### config.mk
export PLATFORM = sky130hd
export DESIGN_NAME = uart_tx_arbiter
export DESIGN_NICKNAME = d
export VERILOG_FILES = /design/src/rtl/uart_tx_arbiter.sv
export SDC_FILE = /design/constraint.sdc
export NUM_CORES = 1
export LEC_CHECK = 0
export ABC_AREA = 1
export BUFFER_PORTS_ARGS = -buffer_cell sky130_fd_sc_hd__buf_2
export CORE_UTILIZATION = 49
export CTS_BUF_LIST = sky130_fd_sc_hd__clkbuf_4 sky130_fd_sc_hd__clkbuf_8 sky130_fd_sc_hd__clkbuf_16
export CTS_CLUSTER_SIZE = 10
export DETAILED_ROUTE_END_ITERATION = 10
export GPL_TIMING_DRIVEN = 0
export PLACE_DENSITY = 0.86
export SLEW_MARGIN = 20
export SYNTH_ARGS = -nofsm -noshare
export SYNTH_HDL_FRONTEND = slang
export SYNTH_SLANG_ARGS = --single-unit
export TNS_END_PERCENT = 5
### constraint.sdc
create_clock -name clk -period 1.6 [get_ports clk]
set_input_delay 0.16 -clock clk [delete_from_list [all_inputs] [get_ports clk]]
set_output_delay 0.16 -clock clk [all_outputs]
set_load 0.01 [all_outputs]
### src/rtl/uart_tx_arbiter.sv
// Round-robin arbiter sharing one UART transmitter between a CPU store path and a debug path.
// Optional per-requester byte counters (cnt0/cnt1) are enabled with `define UART_ARB_STATS_EN.
module uart_tx_arbiter #(
   parameter int unsigned BUSY_TIMEOUT = 16,
   parameter int unsigned CNT_W        = 5
`ifdef UART_ARB_STATS_EN
   ,
   parameter int unsigned STAT_W       = 16
`endif
) (
   input  logic              clk,
   input  logic              rst,
   input  logic              req0_valid,
   input  logic [7:0]        req0_data,
   output logic              req0_ready,
   input  logic              req1_valid,
   input  logic [7:0]        req1_data,
   output logic              req1_ready,
   output logic              tx_start,
   output logic [7:0]        tx_data,
   input  logic              tx_busy,
   output logic              grant_id,
   output logic              arb_idle,
   output logic              err_timeout
`ifdef UART_ARB_STATS_EN
   ,
   output logic [STAT_W-1:0] cnt0,
   output logic [STAT_W-1:0] cnt1
`endif
);

   typedef enum logic [1:0] {
      S_IDLE    = 2'd0,
      S_START   = 2'd1,
      S_WAIT_HI = 2'd2,
      S_WAIT_LO = 2'd3
   } state_t;

   state_t           r_state,      w_state_nxt;
   logic             r_tx_start,   w_tx_start_nxt;
   logic [7:0]       r_tx_data,    w_tx_data_nxt;
   logic             r_grant,      w_grant_nxt;
   logic             r_last,       w_last_nxt;
   logic             r_err,        w_err_nxt;
   logic [CNT_W-1:0] r_cnt,        w_cnt_nxt;

   logic w_can_accept;
   logic w_win1;
   logic w_accept;

   // Winner: a lone valid wins; with both valid, the one not granted last time.
   assign w_win1       = req1_valid & (~req0_valid | ~r_last);
   assign w_can_accept = (r_state == S_IDLE) & ~tx_busy;
   assign req0_ready   = w_can_accept & req0_valid & ~w_win1;
   assign req1_ready   = w_can_accept & w_win1;
   assign w_accept     = req0_ready | req1_ready;

   assign arb_idle     = (r_state == S_IDLE);
   assign tx_start     = r_tx_start;
   assign tx_data      = r_tx_data;
   assign grant_id     = r_grant;
   assign err_timeout  = r_err;

   always_ff @(posedge clk or negedge rst) begin
      if (!rst) begin
         r_state    <= S_IDLE;
         r_tx_start <= 1'b0;
         r_tx_data  <= 8'h00;
         r_grant    <= 1'b0;
         r_last     <= 1'b1;
         r_err      <= 1'b0;
         r_cnt      <= '0;
      end else begin
         r_state    <= w_state_nxt;
         r_tx_start <= w_tx_start_nxt;
         r_tx_data  <= w_tx_data_nxt;
         r_grant    <= w_grant_nxt;
         r_last     <= w_last_nxt;
         r_err      <= w_err_nxt;
         r_cnt      <= w_cnt_nxt;
      end
   end

   always_comb begin
      w_state_nxt    = r_state;
      w_tx_start_nxt = 1'b0;
      w_tx_data_nxt  = r_tx_data;
      w_grant_nxt    = r_grant;
      w_last_nxt     = r_last;
      w_err_nxt      = r_err;
      w_cnt_nxt      = r_cnt;
      case (r_state)
         S_IDLE: begin
            if (w_accept) begin
               w_state_nxt    = S_START;
               w_tx_start_nxt = 1'b1;
               w_tx_data_nxt  = w_win1 ? req1_data : req0_data;
               w_grant_nxt    = w_win1;
               w_last_nxt     = w_win1;
            end
         end
         S_START: begin
            w_cnt_nxt   = '0;
            w_state_nxt = S_WAIT_HI;
         end
         S_WAIT_HI: begin
            // Watchdog: transmitter never acknowledged the start pulse; drop the byte.
            if (tx_busy) begin
               w_state_nxt = S_WAIT_LO;
            end else if (r_cnt == CNT_W'(BUSY_TIMEOUT - 1)) begin
               w_err_nxt   = 1'b1;
               w_state_nxt = S_IDLE;
            end else begin
               w_cnt_nxt = r_cnt + CNT_W'(1);
            end
         end
         S_WAIT_LO: begin
            if (!tx_busy) w_state_nxt = S_IDLE;
         end
         default: w_state_nxt = S_IDLE;
      endcase
   end

`ifdef UART_ARB_STATS_EN
   logic [STAT_W-1:0] r_cnt0, r_cnt1;
   logic              w_done;

   assign w_done = (r_state == S_WAIT_LO) & ~tx_busy;
   assign cnt0   = r_cnt0;
   assign cnt1   = r_cnt1;

   // Completed bytes only; timed-out bytes never reach WAIT_LO.
   always_ff @(posedge clk or negedge rst) begin
      if (!rst) begin
         r_cnt0 <= '0;
         r_cnt1 <= '0;
      end else if (w_done) begin
         if (r_grant) r_cnt1 <= r_cnt1 + STAT_W'(1);
         else         r_cnt0 <= r_cnt0 + STAT_W'(1);
      end
   end
`endif

endmodule
==> flow_summary.yaml <==
synthesis:
  ys_ff_latch: 19
  synth.area.top_cells: "dfrtp_1 43%, nand2_1 20%, nand3_2 7.7%"
  synth_warnings: 0
  synth-compound-area-share_pct: 3.13
  syn_nets: 146
  ys_types: 24
  ys_seq_area_share_pct: 45.8
  yosys.area_share.simple_pct: 40.9
  netlist_area_sq_mm: 0.00104
  syn_inst: 123
  yosys.area.top_type: "dfrtp_1"
  synth_fa_ha_area_share_pct: 2.41
  synth_top_family_by_area: "simple AND/OR/NAND/NOR gates"
  synth_area_per_cell_sq_um: 8.45
  synth.top_cell.area_share_pct: 43.3
  synthXorXnorAreaFrac_pct: 0.842
  synth_mux_area_share_pct: 0
route:
  wl_mm: 2.08
  vias_per_cell: 4.86
  drc: 0
  ant_nets: 0
  drt_iter0_markers: 5
  num_vias: 942
  drt_pass1_iterations: 4
  wl_per_cell_microns: 10.7
global_route:
  grt_pass1_vias: 871
  gr-total-overflow: 0
  antenna_found_initial: 0
  grt_usage_pct: 20.9
  grt_pass1_wl_mm: 3.33
  grt_max_degree: 20
timing:
  rsz0062_at_grt: "true"
  hold_violations: 0
  fin_crit_ns: 1.57
  max_clock_freq_mhz: 636
  slew_headroom_pct: 71.1
  maxSlewViolCount: 0
  tightest_slew_ns: 0.433
  period_share_pct: 98.3
  fin_skew_ns: 0.00121
  finalSetupViolCount: 0
clocking:
  cts_made_buffers: 3
  clkSinkCount: 19
  cts-root-buf: "clkbuf_4"
  htree_levels: 1
  clk_latency_ns: 0.29
  tritoncts: "built"
  cts_max_path_buffers: 2
  clkTransAtPathRegs_ns: 0.11
die:
  io_pins: 35
  dieArea_sq_mm: 0.00231
  rows: 16
  fp.coreArea_sq_mm: 0.00198
  start_util_pct: 52.5
  die_height_microns: 48.1
  die_w_microns: 48.1
setup_path:
  crit_type: "flop to output pin"
  worstSetupStartpointType: "flop"
  cp.required_ns: 1.44
  ff2ff_setup_slack_ns: 0.09
  critical_path.max_fanout: 10
  reg2reg_from: "r_cnt[0]$_DFFE_PN0P_"
  endpoint_kind: "output pin"
  regToRegEndpoint: "r_state[0]$_DFFE_PN0P_"
  reg2reg_depth: 10
  crit_arrival_ns: 1.41
layout:
  antenna_cells: 0
  drive_gt1_share_pct: 43.1
  final_common_cell: "nand2_1"
  stdcell_count: 194
  final_nets: 191
  layout_common_cells: "54 x nand2_1, 33 x buf_2, 17 x dfrtp_1"
  area_growth_pct: 28.3
pwr:
  power_leakage_uw: 0.000759
  p_seq_share_pct: 39.2
  p_total_uw: 2050
  switching_share_pct: 41.3
  p_per_area_mw_per_mm2: 1540
  ir_drop_mv: 0.796
  combPwrFrac_pct: 49.1
  clkPwrFrac_pct: 11.7
  p_int_uw: 1200
  p_sw_uw: 846
hold_path:
  hp-start: "req1_data[1]"
  hp-class: "input pin to flop"
  min_to: "tx_data[1]$_DFFE_PN0P_"
  hold_depth: 5
place:
  io_buffers: 34
  dpl.hpwl_mm: 1.55
  place_inst: 184
  routabilityCongestion: 0.858
outcome:
  status: "complete, no violations"
flow_run:
  drv_cap: 0
through the flow:
| step | util, % | setup slack, ns | area (sq um) | hold slack [ns] | setup TNS [ns] |
|---|---|---|---|---|---|
| 2_1_floorplan | - | 0.163 | 1040 | -0.136 | 0 |
| 3_3_place_gp | 62.8 | 0.0913 | 1240 | 0.112 | 0 |
| 3_5_place_dp | 62.8 | 0.0589 | 1240 | 0.124 | 0 |
| 4_1_cts | 66.0 | -0.00733 | 1310 | 0.132 | -0.00733 |
| 5_1_grt | 67.3 | -0.0460 | 1330 | 0.161 | -0.0967 |
| 6_report | 67.3 | 0.0269 | 1330 | 0.140 | 0 |
cells by family (layout without fill, tap and decap cells):
family                   after synthesis  in the layout
flip-flops                            19             19
adder cells (fa/ha/maj)                2              2
AO/OA/AOI/OAI                          5              5
XOR/XNOR                               1              1
AND/OR/NAND/NOR                       84             84
buffers and inverters                 12             56
final cells by class:
class / count / area [sq um]
timing repair buffer: 41 / 231
sequential: 19 / 478
tap: 27 / 33.8
clock inverter: 1 / 5.00
clock buffer: 3 / 22.5
inverter: 10 / 42.5
fill: 163 / 648
multi-input combinational: 92 / 509
buffer: 1 / 11.3
layer usage:
layer,track usage [%],up-vias,wire [microns]
met4,9.44,0,11
met3,4.15,2,93
met2,37.6,29,1090
met5,0,-,0
met1,23.8,436,883
li1,-,475,-
power groups by stage:
stage          combinational [uW]  clock (uW)  sequential (uW)
2_1_floorplan                 573           0              856
3_3_place_gp                  861           0              808
3_5_place_dp                  900           0              814
4_1_cts                       924         253              810
5_1_grt                      1130         271              825
6_report                     1000         240              804
registers in the layout, indices dropped and copies added, names as in the netlist:
register	flops
r_last	1
r_cnt	5
err_timeout	1
tx_start	1
tx_data	8
grant_id	1
r_state	2
synthesized netlist by cell type:
cell type	instances
ha_1	2
dfstp_2	1
nand3_1	6
xor2_1	1
nor2_1	5
nand2_8	1
buf_6	1
nand3_2	8
inv_4	1
inv_1	6
nand2_2	4
o22ai_1	1
a31o_2	1
inv_2	3
nor2_4	2
o21ai_0	1
nand2_4	1
nor3_1	1
a21oi_1	1
dfrtp_1	18
a22oi_1	1
buf_12	1
nor2_2	1
nand2_1	55
critical path: stages (launching register included):
cell	delay, ns
dfrtp_2	0.45
nor2_2	0.17
nand3_2	0.12
buf_6	0.16
nor2_1	0.08
buf_2	0.13
how the worst max path moves through the flow:
stage / cells after the start / from / slack, ns / end
after floorplan: 10 / r_cnt[0]$_DFFE_PN0P_ / 0.16 / r_state[0]$_DFFE_PN0P_
after global placement: 10 / r_cnt[0]$_DFFE_PN0P_ / 0.09 / r_state[0]$_DFFE_PN0P_
after detailed placement: 10 / r_cnt[0]$_DFFE_PN0P_ / 0.06 / r_state[0]$_DFFE_PN0P_
after CTS: 7 / r_state[1]$_DFFE_PN0P_ / -0.007 / req1_ready
after global routing: 5 / r_state[0]$_DFFE_PN0P_ / -0.05 / req0_ready
final: 5 / r_state[0]$_DFFE_PN0P_ / 0.03 / req0_ready
repair_timing:
action	CTS	global route
resized for setup	4	4
hold endpoints to repair	18	0
setup buffers	2	4
pin swaps	2	2
hold buffers	1	0
endpoints found under the setup margin	2	5
cloned	0	0
(Power assumes the default switching activity.)
